File: src/rtl/draw_pkg.sv
// Shared types and constants for the VGA draw stages (paddle, ball).
// Holds timing/position widths, width-select codes, colours and the flash FSM state type.
package draw_pkg;

  localparam int TIM_W = 11;
  localparam int POS_W = 12;
  localparam int RGB_W = 12;

  localparam logic [1:0] SEL_NORMAL = 2'b00;
  localparam logic [1:0] SEL_NARROW = 2'b01;
  localparam logic [1:0] SEL_WIDE   = 2'b10;

  localparam logic [RGB_W-1:0] COL_FILL   = 12'hF00;
  localparam logic [RGB_W-1:0] COL_BORDER = 12'hFFF;
  localparam logic [RGB_W-1:0] COL_FLASH  = 12'hFF0;

  typedef enum logic {
    FLASH_IDLE   = 1'b0,
    FLASH_ACTIVE = 1'b1
  } flash_state_e;

  // Undefined code 2'b11 falls back to the normal width.
  function automatic logic [POS_W-1:0] decode_width(
    input logic [1:0]       sel,
    input logic [POS_W-1:0] w_narrow,
    input logic [POS_W-1:0] w_normal,
    input logic [POS_W-1:0] w_wide
  );
    case (sel)
      SEL_NARROW: decode_width = w_narrow;
      SEL_WIDE:   decode_width = w_wide;
      default:    decode_width = w_normal;
    endcase
  endfunction

endpackage

File: src/rtl/draw_paddle_ctl_if.sv
// VGA pixel-stream bundle: timing counters, sync/blank flags and pixel colour.
interface draw_paddle_ctl_if;
  import draw_pkg::*;

  logic [TIM_W-1:0] hcount;
  logic             hsync;
  logic             hblnk;
  logic [TIM_W-1:0] vcount;
  logic             vsync;
  logic             vblnk;
  logic [RGB_W-1:0] rgb;

  modport master (output hcount, hsync, hblnk, vcount, vsync, vblnk, rgb);
  modport slave  (input  hcount, hsync, hblnk, vcount, vsync, vblnk, rgb);

endinterface

File: src/rtl/vga_timing_delay.sv
// Fixed-length delay line for the VGA timing signals, shared by the draw stages.
module vga_timing_delay
  import draw_pkg::*;
#(
  parameter int STAGES = 2
) (
  input  logic             clk,
  input  logic             rst_n,
  input  logic [TIM_W-1:0] hcount_in,
  input  logic             hsync_in,
  input  logic             hblnk_in,
  input  logic [TIM_W-1:0] vcount_in,
  input  logic             vsync_in,
  input  logic             vblnk_in,
  output logic [TIM_W-1:0] hcount_out,
  output logic             hsync_out,
  output logic             hblnk_out,
  output logic [TIM_W-1:0] vcount_out,
  output logic             vsync_out,
  output logic             vblnk_out
);

  localparam int BW = 2 * TIM_W + 4;

  logic [BW-1:0] pipe_q [STAGES];
  logic [BW-1:0] pipe_d [STAGES];

  always_comb begin
    pipe_d[0] = {hcount_in, hsync_in, hblnk_in, vcount_in, vsync_in, vblnk_in};
    for (int i = 1; i < STAGES; i++) begin
      pipe_d[i] = pipe_q[i-1];
    end
  end

  always_ff @(posedge clk or negedge rst_n) begin
    if (!rst_n) begin
      for (int i = 0; i < STAGES; i++) begin
        pipe_q[i] <= {BW{1'b0}};
      end
    end else begin
      for (int i = 0; i < STAGES; i++) begin
        pipe_q[i] <= pipe_d[i];
      end
    end
  end

  assign {hcount_out, hsync_out, hblnk_out, vcount_out, vsync_out, vblnk_out} = pipe_q[STAGES-1];

endmodule

File: src/rtl/draw_paddle_ctl.sv
// Player paddle renderer: bordered rectangle with per-frame shadowed position/width
// and a hit-triggered flash, inserted into the pixel stream with a 2-cycle latency.
module draw_paddle_ctl
  import draw_pkg::*;
#(
  parameter int               W_NARROW     = 100,
  parameter int               W_NORMAL     = 200,
  parameter int               W_WIDE       = 300,
  parameter int               HEIGHT       = 20,
  parameter int               BORDER       = 2,
  parameter logic [RGB_W-1:0] COLOR        = COL_FILL,
  parameter logic [RGB_W-1:0] BORDER_COLOR = COL_BORDER,
  parameter logic [RGB_W-1:0] FLASH_COLOR  = COL_FLASH,
  parameter int               FLASH_FRAMES = 8
) (
  input  logic             pclk,
  input  logic             reset_n,
  draw_paddle_ctl_if.slave  vga_in,
  draw_paddle_ctl_if.master vga_out,
  input  logic [POS_W-1:0] x_pos,
  input  logic [POS_W-1:0] y_pos,
  input  logic [1:0]       width_sel,
  input  logic             hit,
  output logic             on_paddle,
  output logic             flashing
);

  logic             vblnk_prev_q;
  logic [POS_W-1:0] x_s_q, x_s_d, y_s_q, y_s_d, w_s_q, w_s_d;
  logic             vblank_edge_s;

  logic [12:0] h13_s, v13_s, x13_s, y13_s, x_end_s, y_end_s;
  logic        in_rect_s, in_border_s, blank_s;

  logic             rect1_q, rect1_d, border1_q, border1_d;
  logic [RGB_W-1:0] rgb1_q, rgb1_d;

  flash_state_e state_q, state_d;
  logic [7:0]   cnt_q, cnt_d;
  logic         phase_q, phase_d;

  logic [RGB_W-1:0] fill_s, rgb_out_q, rgb_out_d;
  logic             on_paddle_q, on_paddle_d, flashing_q, flashing_d;

  assign vblank_edge_s = vga_in.vblnk & ~vblnk_prev_q;

  // Shadow registers only move at the start of vertical blank so a frame never tears.
  always_comb begin
    if (vblank_edge_s) begin
      x_s_d = x_pos;
      y_s_d = y_pos;
      w_s_d = decode_width(width_sel, POS_W'(W_NARROW), POS_W'(W_NORMAL), POS_W'(W_WIDE));
    end else begin
      x_s_d = x_s_q;
      y_s_d = y_s_q;
      w_s_d = w_s_q;
    end
  end

  // 13-bit arithmetic so x+w never wraps; off-screen parts are simply never reached.
  always_comb begin
    h13_s   = {2'b00, vga_in.hcount};
    v13_s   = {2'b00, vga_in.vcount};
    x13_s   = {1'b0, x_s_q};
    y13_s   = {1'b0, y_s_q};
    x_end_s = x13_s + {1'b0, w_s_q};
    y_end_s = y13_s + 13'(HEIGHT);
    blank_s = vga_in.hblnk | vga_in.vblnk;
    in_rect_s = (h13_s >= x13_s) && (h13_s < x_end_s) &&
                (v13_s >= y13_s) && (v13_s < y_end_s);
    in_border_s = (h13_s < x13_s + 13'(BORDER)) || (h13_s + 13'(BORDER) >= x_end_s) ||
                  (v13_s < y13_s + 13'(BORDER)) || (v13_s + 13'(BORDER) >= y_end_s);
    rect1_d   = in_rect_s & ~blank_s;
    border1_d = in_border_s;
    rgb1_d    = vga_in.rgb;
  end

  // Flash FSM: a hit always (re)loads the counter, even on a vblank edge.
  always_comb begin
    state_d = state_q;
    cnt_d   = cnt_q;
    phase_d = phase_q;
    case (state_q)
      FLASH_IDLE: begin
        if (hit) begin
          state_d = FLASH_ACTIVE;
          cnt_d   = 8'(FLASH_FRAMES);
          phase_d = 1'b1;
        end else begin
          state_d = FLASH_IDLE;
        end
      end
      FLASH_ACTIVE: begin
        if (hit) begin
          cnt_d   = 8'(FLASH_FRAMES);
          phase_d = 1'b1;
        end else if (vblank_edge_s) begin
          cnt_d   = cnt_q - 8'd1;
          phase_d = ~phase_q;
          if (cnt_q == 8'd1) begin
            state_d = FLASH_IDLE;
          end else begin
            state_d = FLASH_ACTIVE;
          end
        end else begin
          state_d = FLASH_ACTIVE;
        end
      end
      default: begin
        state_d = FLASH_IDLE;
        cnt_d   = 8'd0;
        phase_d = 1'b0;
      end
    endcase
  end

  always_comb begin
    if ((state_q == FLASH_ACTIVE) && phase_q) begin
      fill_s = FLASH_COLOR;
    end else begin
      fill_s = COLOR;
    end
    if (rect1_q) begin
      rgb_out_d = border1_q ? BORDER_COLOR : fill_s;
    end else begin
      rgb_out_d = rgb1_q;
    end
    on_paddle_d = rect1_q;
    flashing_d  = (state_q == FLASH_ACTIVE);
  end

  always_ff @(posedge pclk or negedge reset_n) begin
    if (!reset_n) begin
      vblnk_prev_q <= 1'b0;
      x_s_q        <= {POS_W{1'b0}};
      y_s_q        <= {POS_W{1'b0}};
      w_s_q        <= POS_W'(W_NORMAL);
      rect1_q      <= 1'b0;
      border1_q    <= 1'b0;
      rgb1_q       <= {RGB_W{1'b0}};
      state_q      <= FLASH_IDLE;
      cnt_q        <= 8'd0;
      phase_q      <= 1'b0;
      rgb_out_q    <= {RGB_W{1'b0}};
      on_paddle_q  <= 1'b0;
      flashing_q   <= 1'b0;
    end else begin
      vblnk_prev_q <= vga_in.vblnk;
      x_s_q        <= x_s_d;
      y_s_q        <= y_s_d;
      w_s_q        <= w_s_d;
      rect1_q      <= rect1_d;
      border1_q    <= border1_d;
      rgb1_q       <= rgb1_d;
      state_q      <= state_d;
      cnt_q        <= cnt_d;
      phase_q      <= phase_d;
      rgb_out_q    <= rgb_out_d;
      on_paddle_q  <= on_paddle_d;
      flashing_q   <= flashing_d;
    end
  end

  vga_timing_delay #(.STAGES(2)) u_delay (
    .clk        (pclk),
    .rst_n      (reset_n),
    .hcount_in  (vga_in.hcount),
    .hsync_in   (vga_in.hsync),
    .hblnk_in   (vga_in.hblnk),
    .vcount_in  (vga_in.vcount),
    .vsync_in   (vga_in.vsync),
    .vblnk_in   (vga_in.vblnk),
    .hcount_out (vga_out.hcount),
    .hsync_out  (vga_out.hsync),
    .hblnk_out  (vga_out.hblnk),
    .vcount_out (vga_out.vcount),
    .vsync_out  (vga_out.vsync),
    .vblnk_out  (vga_out.vblnk)
  );

  assign vga_out.rgb = rgb_out_q;
  assign on_paddle   = on_paddle_q;
  assign flashing    = flashing_q;

endmodule

File: src/flat_wrapper.sv
// flat-port wrapper written by rule: the top's interface ports become plain ports
module draw_paddle_ctl_flat import draw_pkg::*;
#(
  parameter int               W_NARROW     = 100,
  parameter int               W_NORMAL     = 200,
  parameter int               W_WIDE       = 300,
  parameter int               HEIGHT       = 20,
  parameter int               BORDER       = 2,
  parameter logic [RGB_W-1:0] COLOR        = COL_FILL,
  parameter logic [RGB_W-1:0] BORDER_COLOR = COL_BORDER,
  parameter logic [RGB_W-1:0] FLASH_COLOR  = COL_FLASH,
  parameter int               FLASH_FRAMES = 8
)
  (pclk, reset_n, x_pos, y_pos, width_sel, hit, on_paddle, flashing, vga_in_hcount, vga_in_hsync, vga_in_hblnk, vga_in_vcount, vga_in_vsync, vga_in_vblnk, vga_in_rgb, vga_out_hcount, vga_out_hsync, vga_out_hblnk, vga_out_vcount, vga_out_vsync, vga_out_vblnk, vga_out_rgb);
  draw_paddle_ctl_if vga_in_i ();
  draw_paddle_ctl_if vga_out_i ();
  input  logic pclk;
  input  logic reset_n;
  input  logic [POS_W-1:0] x_pos;
  input  logic [POS_W-1:0] y_pos;
  input  logic [1:0] width_sel;
  input  logic hit;
  output logic on_paddle;
  output logic flashing;
  input wire logic [$bits(vga_in_i.hcount)-1:0] vga_in_hcount;
  input wire logic [$bits(vga_in_i.hsync)-1:0] vga_in_hsync;
  input wire logic [$bits(vga_in_i.hblnk)-1:0] vga_in_hblnk;
  input wire logic [$bits(vga_in_i.vcount)-1:0] vga_in_vcount;
  input wire logic [$bits(vga_in_i.vsync)-1:0] vga_in_vsync;
  input wire logic [$bits(vga_in_i.vblnk)-1:0] vga_in_vblnk;
  input wire logic [$bits(vga_in_i.rgb)-1:0] vga_in_rgb;
  output wire logic [$bits(vga_out_i.hcount)-1:0] vga_out_hcount;
  output wire logic [$bits(vga_out_i.hsync)-1:0] vga_out_hsync;
  output wire logic [$bits(vga_out_i.hblnk)-1:0] vga_out_hblnk;
  output wire logic [$bits(vga_out_i.vcount)-1:0] vga_out_vcount;
  output wire logic [$bits(vga_out_i.vsync)-1:0] vga_out_vsync;
  output wire logic [$bits(vga_out_i.vblnk)-1:0] vga_out_vblnk;
  output wire logic [$bits(vga_out_i.rgb)-1:0] vga_out_rgb;
  assign vga_in_i.hcount = vga_in_hcount;
  assign vga_in_i.hsync = vga_in_hsync;
  assign vga_in_i.hblnk = vga_in_hblnk;
  assign vga_in_i.vcount = vga_in_vcount;
  assign vga_in_i.vsync = vga_in_vsync;
  assign vga_in_i.vblnk = vga_in_vblnk;
  assign vga_in_i.rgb = vga_in_rgb;
  assign vga_out_hcount = vga_out_i.hcount;
  assign vga_out_hsync = vga_out_i.hsync;
  assign vga_out_hblnk = vga_out_i.hblnk;
  assign vga_out_vcount = vga_out_i.vcount;
  assign vga_out_vsync = vga_out_i.vsync;
  assign vga_out_vblnk = vga_out_i.vblnk;
  assign vga_out_rgb = vga_out_i.rgb;
  draw_paddle_ctl #(.W_NARROW(W_NARROW), .W_NORMAL(W_NORMAL), .W_WIDE(W_WIDE), .HEIGHT(HEIGHT), .BORDER(BORDER), .COLOR(COLOR), .BORDER_COLOR(BORDER_COLOR), .FLASH_COLOR(FLASH_COLOR), .FLASH_FRAMES(FLASH_FRAMES)) u_core (.pclk(pclk), .reset_n(reset_n), .vga_in(vga_in_i), .vga_out(vga_out_i), .x_pos(x_pos), .y_pos(y_pos), .width_sel(width_sel), .hit(hit), .on_paddle(on_paddle), .flashing(flashing));
endmodule
File: config.mk
export PLATFORM = sky130hd
export DESIGN_NAME = draw_paddle_ctl_flat
export DESIGN_NICKNAME = d
export VERILOG_FILES = /design/src/rtl/draw_pkg.sv /design/src/rtl/draw_paddle_ctl_if.sv /design/src/rtl/vga_timing_delay.sv /design/src/rtl/draw_paddle_ctl.sv /design/src/flat_wrapper.sv
export SDC_FILE = /design/constraint.sdc
export NUM_CORES = 1
export LEC_CHECK = 0
export CAP_MARGIN = 20
export CORE_ASPECT_RATIO = 1.5
export CORE_MARGIN = 2
export CORE_UTILIZATION = 49
export CTS_CLUSTER_DIAMETER = 60
export DETAILED_ROUTE_END_ITERATION = 12
export HOLD_SLACK_MARGIN = 0.06
export PLACE_DENSITY = 0.85
export SYNTH_ARGS = -nofsm -noshare
export SYNTH_HDL_FRONTEND = slang
export SYNTH_SLANG_ARGS = --single-unit
File: constraint.sdc
create_clock -name pclk -period 3.3 [get_ports pclk]
set_input_delay 0.495 -clock pclk [delete_from_list [all_inputs] [get_ports pclk]]
set_output_delay 0.495 -clock pclk [all_outputs]
set_load 0.05 [all_outputs]
==> metrics.json, run 1 <==
{
  "sta": {
    "worst_clock_skew_ns": 0.0120,
    "slew_violations": 0,
    "worst-slew-pin-transition_ns": 0.612,
    "hold_viol": 0,
    "fmax_mhz": 313,
    "report.final.setup_viol": 0,
    "final.hold.worst_slack_ns": 0.0491,
    "fin_crit_sh_pct": 96.8,
    "timing.max_slew.rel_slack_pct": 59.2,
    "period_needed_ns": 3.19
  },
  "logic_synthesis": {
    "number_of_enable_flip_flop_cells_after_synthesis": 0,
    "synth.avg_cell_area_um2": 10.3,
    "synth_flop_cell": "sky130_fd_sc_hd__dfrtp_1",
    "synthDominantAreaCellType": "sky130_fd_sc_hd__dfrtp_1",
    "sequential_cell_area_fraction_in_the_yosys_report_pct": 45.4,
    "synth_warnings": 0,
    "synth.ff_latch_count": 119,
    "yosys-top-cells-area": "sky130_fd_sc_hd__dfrtp_1 (44%), sky130_fd_sc_hd__ha_1 (18%), sky130_fd_sc_hd__xnor2_1 (5.7%)",
    "synthDominantCellAreaShare_pct": 44.2,
    "yosysUniqueCellTypes": 54,
    "syn-instance-count": 639,
    "syn_nets": 803,
    "asyncSetResetFlopFracSynth_pct": 100,
    "syn_area_um2": 6560
  },
  "run_status": {
    "status": "finished, final reports clean"
  },
  "global_route": {
    "grt_first_pass_wirelength_um": 27200,
    "globalRoute.totalOverflow": 0,
    "number_of_global_route_vias_before_repair": 5657,
    "number_of_antenna_violations_at_the_first_check_in_global_routing": 0,
    "globalRouteTotalUtil_pct": 23.7,
    "grt_max_degree": 83
  },
  "critical_path": {
    "critPathMostFrequentCell": "sky130_fd_sc_hd__ha_1",
    "critical_path_type": "reg2reg",
    "critPathLaunchType": "register",
    "crit_slowest_cell": "sky130_fd_sc_hd__dfstp_2",
    "crit_path_end_kind": "register",
    "crit_path_cell_trace": "ha_1 -> inv_1 -> o22ai_2 -> o21a_1 -> nor2_2 -> xnor2_2 -> ha_1 -> and2_4 -> a221oi_2 -> o21ai_1 -> a21o_1 -> maj3_2 -> o211a_1 -> nor4_2",
    "timing.critical_path.slowest_cell_delay_ns": 0.54,
    "cp.required_ns": 3.62,
    "path_max_fanout": 3,
    "critPathArrivalTime_ns": 3.51
  },
  "layout": {
    "final_common_cell": "sky130_fd_sc_hd__dfrtp_1",
    "finalNetCount": 954,
    "most-common-layout-cells": "sky130_fd_sc_hd__dfrtp_1 (116), sky130_fd_sc_hd__clkdlybuf4s50_1 (105), sky130_fd_sc_hd__ha_1 (92)",
    "fin_area_um2": 8740,
    "drive_above_1_share_pct": 13.0,
    "area.growth.synth_to_final_pct": 33.2,
    "antenna_cells_inserted": 0
  },
  "placed_design": {
    "dp.final_hpwl_um": 12300,
    "buffer_ports.inserted": 106,
    "gp_routability_congestion": 0.905,
    "dpl-instance-area_um2": 8000
  },
  "pwr": {
    "switching_power_w": 0.00155,
    "switching_share_pct": 32.3,
    "comb_power_share_pct": 27.9,
    "standby_leakage_power_nw": 3.95,
    "ir_worst_vdd_v": 0.000313,
    "power.internal_w": 0.00326,
    "power_density_nw_per_um2": 551,
    "clock_power_share_pct": 37.7,
    "share_seq_of_total_power_pct": 34.4
  },
  "route": {
    "drt-pass1-iter-count": 4,
    "dr_total_vias": 5325,
    "antenna_left": 0,
    "drt-total-wl_um": 16400,
    "drtIter0Drc": 230,
    "drt-wirelength-per-cell_um": 17.1,
    "routed_via_density": 5.54,
    "route.detailed.drc": 0
  },
  "floorplan": {
    "fp-row-count": 51,
    "die-area_um2": 14400,
    "design.core.area_um2": 13000,
    "num_io_pins": 107,
    "die_span_y_um": 146,
    "die_width_um": 98.5,
    "initial_core_util_pct": 50.4
  },
  "hold_path": {
    "timing.hold.worst.class": "in2async"
  },
  "cts": {
    "cts-buffers-inserted": 17,
    "clock_tree_from_tritoncts": "built",
    "root_buffer": "sky130_fd_sc_hd__clkbuf_16",
    "clkSinkCount": 119,
    "worst_skew_pair.late_latency_ns": 0.42,
    "max-clock-path-buffers": 2,
    "clkSlewWorstSetupHoldPaths_ns": 0.06,
    "cts_htree_levels": 4
  },
  "run": {
    "cap_viol_max_count": 0
  }
}
==> routing by layer <==
layer  share of wire (%)  track usage [%]
met1                  39             26.7
met2                  54             43.1
met3                 3.5             4.03
met4                 3.4             10.9
met5                   0                0
==> state kept, by name (all words and copies together), names as in the netlist, 5 cells and up <==
signal and cells:
u_core.u_delay.vcount_out 11, u_core.vga_out.rgb 12, u_core.cnt_q 8, u_core.y_s_q 12, u_core.u_delay.hcount_out 11, u_core.u_delay.pipe_d 26
u_core.w_s_q 5, u_core.x_s_q 12, u_core.rgb1_q 12
==> repair_timing <==
item / 4_1_cts / 5_1_grt
resized for setup: 4 / 12
setup endpoints to repair: 1 / 2
pin swaps: 3 / 21
setup buffers: 3 / 7
hold buffers: 0 / 0
==> cell type report <==
cell class | count | area [um^2]
multi-input combinational | 466 | 3460
timing repair buffer | 145 | 1360
clock buffer | 18 | 439
fill | 1006 | 4280
inverter | 41 | 154
clock inverter | 14 | 140
tap | 159 | 199
sequential | 119 | 2980
==> synthesized netlist by cell type (2+ instances only) <==
library cell                count
sky130_fd_sc_hd__or2_1          2
sky130_fd_sc_hd__o21a_1         5
sky130_fd_sc_hd__inv_1         41
sky130_fd_sc_hd__nor2_1        46
sky130_fd_sc_hd__clkbuf_1       9
sky130_fd_sc_hd__nand2b_1       4
sky130_fd_sc_hd__buf_1          3
sky130_fd_sc_hd__xor2_1        10
sky130_fd_sc_hd__a21oi_1       25
sky130_fd_sc_hd__xnor2_1       43
sky130_fd_sc_hd__and3_1         7
sky130_fd_sc_hd__dfrtp_1      116
sky130_fd_sc_hd__nand2_1       63
sky130_fd_sc_hd__or2_2          5
sky130_fd_sc_hd__nor2b_1        8
sky130_fd_sc_hd__nor3_1         9
sky130_fd_sc_hd__o22ai_1        2
sky130_fd_sc_hd__a2111oi_0      2
sky130_fd_sc_hd__a21o_1        10
sky130_fd_sc_hd__nand3_1       19
sky130_fd_sc_hd__nand4_1       14
sky130_fd_sc_hd__a31oi_1        6
sky130_fd_sc_hd__ha_1          96
sky130_fd_sc_hd__o211ai_1       2
sky130_fd_sc_hd__dfstp_2        3
sky130_fd_sc_hd__a211oi_1       5
sky130_fd_sc_hd__o21bai_1       2
sky130_fd_sc_hd__nor4_1         5
sky130_fd_sc_hd__or3_1          3
sky130_fd_sc_hd__o21ai_0       48
sky130_fd_sc_hd__nand3b_1       2
sky130_fd_sc_hd__and4_1         2
==> cell families (layout without fill, tap and decap cells) <==
group	count (synthesis)	after routing	synth area share (%)
buf+inv	54	218	3.11
fa+ha+maj	99	99	18.9
xor+xnor	53	53	7.07
flops	119	119	45.4
simple gates	193	193	14.0
compound gates	121	121	11.5
==> critical path, delay by kind of cell, from the launching register on <==
family | cells | cell delay (ns)
AOI/OAI and AO/OA | 6 | 0.96
xor gates and xnor gates | 1 | 0.14
adders and majority gates | 3 | 0.83
buffers and inverters | 1 | 0.16
DFF | 1 | 0.54
and+or+nand+nor | 3 | 0.47
==> worst paths after layout <==
check / depth (start not counted) / slack [ns] / start / to
max: 14 / 0.11 / u_core.w_s_q[7] / u_core.on_paddle_d
min in group pclk: 0 / 0.34 / u_core.u_delay.pipe_d[3] / u_core.u_delay.vcount_out[1]
min: 1 / 0.05 / reset_n / u_core.x_s_q[5]
max reg2reg: 14 / 0.11 / u_core.w_s_q[7] / u_core.on_paddle_d
max in group asynchronous: 2 / 2.44 / reset_n / u_core.rgb1_q[8]
min reg2reg: 0 / 0.34 / u_core.u_delay.pipe_d[3] / u_core.u_delay.vcount_out[1]
==> per-stage QoR <==
| stage | utilization, % | cells | total power, W | setup TNS (ns) | setup slack (ns) |
|---|---|---|---|---|---|
| detailed placement | 61.5 | 920 | 0.00290 | -0.0806 | -0.0806 |
| global route | 67.2 | 962 | 0.00506 | -0.0562 | -0.0317 |
| global placement | 61.5 | 920 | 0.00284 | 0 | 0.0519 |
| floorplan | - | 639 | 0.00244 | 0 | 0.170 |
| CTS | 66.2 | 955 | 0.00475 | 0 | 0.00529 |
| finish | 67.2 | 962 | 0.00482 | 0 | 0.105 |
==> power groups by stage <==
stage | Clock (W) | Sequential (W) | Combinational [W]
5_1_grt | 0.00190 | 0.00167 | 0.00149
3_3_place_gp | 0 | 0.00167 | 0.00117
6_report | 0.00181 | 0.00166 | 0.00134
3_5_place_dp | 0 | 0.00168 | 0.00123
2_1_floorplan | 0 | 0.00174 | 0.000700
4_1_cts | 0.00183 | 0.00165 | 0.00127
(Power assumes the default switching activity.)
==> run 2, diff against run 1 <==
--- a/config.mk
+++ b/config.mk
@@ -13,6 +13,8 @@
 export DETAILED_ROUTE_END_ITERATION = 12
 export HOLD_SLACK_MARGIN = 0.06
 export PLACE_DENSITY = 0.85
+export RECOVER_POWER = 50
 export SYNTH_ARGS = -nofsm -noshare
 export SYNTH_HDL_FRONTEND = slang
+export SYNTH_HIERARCHICAL = 1
 export SYNTH_SLANG_ARGS = --single-unit
==> run 2 against run 1 <==
  * The flow now finishes with violations (capacitance limit, slew limit)
  * Critical path depth decreased by 3
  * Wire length increased by 1.2%
  * Largest cell class unchanged
  * Register-to-register slack improved by 0.096 ns
  * Combinational power decreased by 12%
  * Clock skew decreased by 0.0012 ns
  * Sequential share of layout area increased by 1.5 points
  * Die area decreased by 0.44%
==> metrics.json, run 2 <==
{
  "global_route": {
    "grt_first_pass_wirelength_um": 26900,
    "number_of_global_route_vias_before_repair": 5645,
    "globalRoute.totalOverflow": 0,
    "globalRouteTotalUtil_pct": 23.9,
    "number_of_antenna_violations_at_the_first_check_in_global_routing": 0,
    "grt_max_degree": 71
  },
  "critical_path": {
    "crit_path_cell_trace": "ha_1 -> fa_1 -> a31oi_1 -> xor2_1 -> ha_1 -> a21oi_1 -> nor2b_1 -> a2111oi_2 -> o21bai_1 -> maj3_2 -> a31oi_1",
    "crit_slowest_cell": "sky130_fd_sc_hd__fa_1",
    "crit_family": "adder cells",
    "crit_path_end_kind": "register",
    "critPathArrivalTime_ns": 3.42,
    "critPathLaunchType": "register",
    "setup.worst_path.start": "u_core/x_s_q[2]",
    "regToRegStartpoint": "u_core/x_s_q[2]",
    "timing.critical_path.slowest_cell_delay_ns": 0.43,
    "path_max_fanout": 3,
    "worst-path-buf-inv": 0,
    "critical_path_type": "reg2reg",
    "cp.required_ns": 3.62
  },
  "logic_synthesis": {
    "area_fraction_in_and_or_nand_and_nor_cells_after_synthesis_pct": 13.3,
    "synth.ff_latch_count": 120,
    "syn-instance-count": 630,
    "synth_top_family_by_area": "adder cells",
    "synth_commonest_cells": "sky130_fd_sc_hd__dfrtp_1 (117), sky130_fd_sc_hd__ha_1 (96), sky130_fd_sc_hd__nand2_1 (67)",
    "synth_compound_area_share_pct": 10.9,
    "synth_flop_cell": "sky130_fd_sc_hd__dfrtp_1",
    "sequential_cell_area_fraction_in_the_yosys_report_pct": 46.0,
    "post-synth-top-count-cell": "sky130_fd_sc_hd__dfrtp_1",
    "synth_warnings": 6,
    "yosys-top-cells-area": "sky130_fd_sc_hd__dfrtp_1 (45%), sky130_fd_sc_hd__ha_1 (18%), sky130_fd_sc_hd__xnor2_1 (5.4%)",
    "asyncSetResetFlopFracSynth_pct": 100,
    "syn_area_um2": 6530,
    "synth-xor-area-share_pct": 7.51,
    "synth.avg_cell_area_um2": 10.4,
    "synthDominantCellAreaShare_pct": 44.8,
    "yosysUniqueCellTypes": 45,
    "synth.mux.area_fraction_pct": 0,
    "synth_fa_ha_area_share_pct": 19.0,
    "syn_nets": 794,
    "number_of_enable_flip_flop_cells_after_synthesis": 0,
    "synthDominantAreaCellType": "sky130_fd_sc_hd__dfrtp_1"
  },
  "floorplan": {
    "num_io_pins": 107,
    "die_width_um": 98.3,
    "fp-row-count": 51,
    "initial_core_util_pct": 50.2,
    "die_span_y_um": 145,
    "design.core.area_um2": 13000,
    "die-area_um2": 14300
  },
  "cts": {
    "cts-buffers-inserted": 17,
    "root_buffer": "sky130_fd_sc_hd__clkbuf_16",
    "post_cts_resized": 0,
    "cts_htree_levels": 4,
    "clkSlewWorstSetupHoldPaths_ns": 0.06,
    "max-clock-path-buffers": 2,
    "post_cts_hold_buffer_count": 0,
    "worst_skew_pair.late_latency_ns": 0.41,
    "clock_tree_from_tritoncts": "built",
    "clkSinkCount": 120,
    "post_cts_buffers": 0
  },
  "sta": {
    "hold_viol": 0,
    "worst_clock_skew_ns": 0.0108,
    "period_needed_ns": 3.10,
    "fmax_mhz": 323,
    "report.final.setup_viol": 0,
    "timing.max_slew.rel_slack_pct": -17.7,
    "rsz_0062_raised_after_global_routing": "no",
    "tns_setup_ns": 0,
    "fin_crit_sh_pct": 93.9,
    "worst-slew-pin-transition_ns": 1.76,
    "slew_violations": 71
  },
  "placed_design": {
    "gp_routability_congestion": 0.897,
    "dp.final_hpwl_um": 12800,
    "buffer_ports.inserted": 106,
    "dpl.cell_count": 899
  },
  "hold_path": {
    "timing.hold.worst.class": "reg2reg",
    "min-delay-start": "u_core/u_delay/pipe_d[22]"
  },
  "layout": {
    "drive_above_1_share_pct": 7.38,
    "final_cell_count_no_fill": 931,
    "most-common-layout-cells": "sky130_fd_sc_hd__dfrtp_1 (117), sky130_fd_sc_hd__ha_1 (96), sky130_fd_sc_hd__clkdlybuf4s50_1 (75)",
    "filler_cell_count": 1065,
    "antenna_cells_inserted": 0,
    "area.growth.synth_to_final_pct": 29.3,
    "finalNetCount": 923,
    "flip_flop_count_of_the_largest_register_after_layout": 26,
    "final_common_cell": "sky130_fd_sc_hd__dfrtp_1"
  },
  "route": {
    "drt-pass1-iter-count": 4,
    "dr_total_vias": 5158,
    "drt-wirelength-per-cell_um": 17.9,
    "routed_via_density": 5.54,
    "drtIter0Drc": 197,
    "antenna_left": 0,
    "route.detailed.drc": 0,
    "drt-total-wl_um": 16600
  },
  "run_status": {
    "status": "finished with violations",
    "failing_checks": "capacitance limit, slew limit"
  },
  "run": {
    "cap_viol_max_count": 1
  },
  "pwr": {
    "standby_leakage_power_nw": 3.84,
    "ir_worst_vdd_v": 0.000315,
    "switching_power_w": 0.00149,
    "comb_power_share_pct": 24.7,
    "power.internal_w": 0.00329,
    "share_seq_of_total_power_pct": 35.0,
    "switching_share_pct": 31.1,
    "clock_power_share_pct": 40.3,
    "power_density_nw_per_um2": 565
  }
}
[run 2: cell types whose count changed after synthesis, sizes merged, moves of 3 or more]
cell,change
nand4,-6
nand2,+4
nand3,+7
xor2,+6
xnor2,-3
o21a,+5
nor2,-9
a21oi,-3
[run 2: kinds of logic after synthesis]
group / Yosys count
flops: 120
xor+xnor: 56
fa+ha+maj: 99
simple gates: 184
buf+inv: 55
compound gates: 116
[run 2: routing by layer]
metal  vias to the layer above  wire length, um  global-route usage [%]
met1                      2507             5860                    24.0
met2                       149             9380                    45.2
li1                       2445                -                       -
met4                         0              850                    14.1
met5                         -                0                       0
met3                        57              528                    3.70
[run 2: power by group through the flow]
stage,Combinational (W),Clock [W],Sequential (W)
after global placement,0.00110,0,0.00169
final,0.00118,0.00192,0.00167
after detailed placement,0.00116,0,0.00169
after CTS,0.00118,0.00197,0.00167
after global routing,0.00130,0.00204,0.00168
after floorplan,0.000669,0,0.00175
[run 2: final cells by class]
type / instances / area (um^2) / area share, %
multi-input cells: 455 / 3320 / 39.3
flip-flops and latches: 120 / 3010 / 35.6
repair buffers: 123 / 1150 / 13.6
clock buffers: 17 / 425 / 5.04
well taps: 159 / 199 / 2.36
clock inverters: 15 / 189 / 2.24
inverters: 42 / 158 / 1.87
[run 2: path summary, 6_finish.rpt]
check                                          endpoint  slack [ns]  depth (start not counted)
max                                  u_core/on_paddle_d        0.20                         11
min                        u_core/u_delay/hcount_out[7]        0.35                          0
max reg2reg                          u_core/on_paddle_d        0.20                         11
min reg2reg                u_core/u_delay/hcount_out[7]        0.35                          0
max in group asynchronous               u_core/cnt_q[6]        1.54                          2
min in group asynchronous      u_core/u_delay/hsync_out        0.55                          1
[run 2: stage by stage]
stage          worst slack, ns  instance area [um^2]  utilization, %  hold slack (ns)  total power [W]
3_5_place_dp             0.184                  7870            60.4            0.335          0.00285
5_1_grt                0.00946                  8450            64.9            0.353          0.00502
4_1_cts                  0.228                  8480            65.2            0.241          0.00482
6_report                 0.202                  8450            64.9            0.347          0.00477
2_1_floorplan            0.495                  6530               -            0.199          0.00242
3_3_place_gp             0.284                  7870            60.4            0.332          0.00279
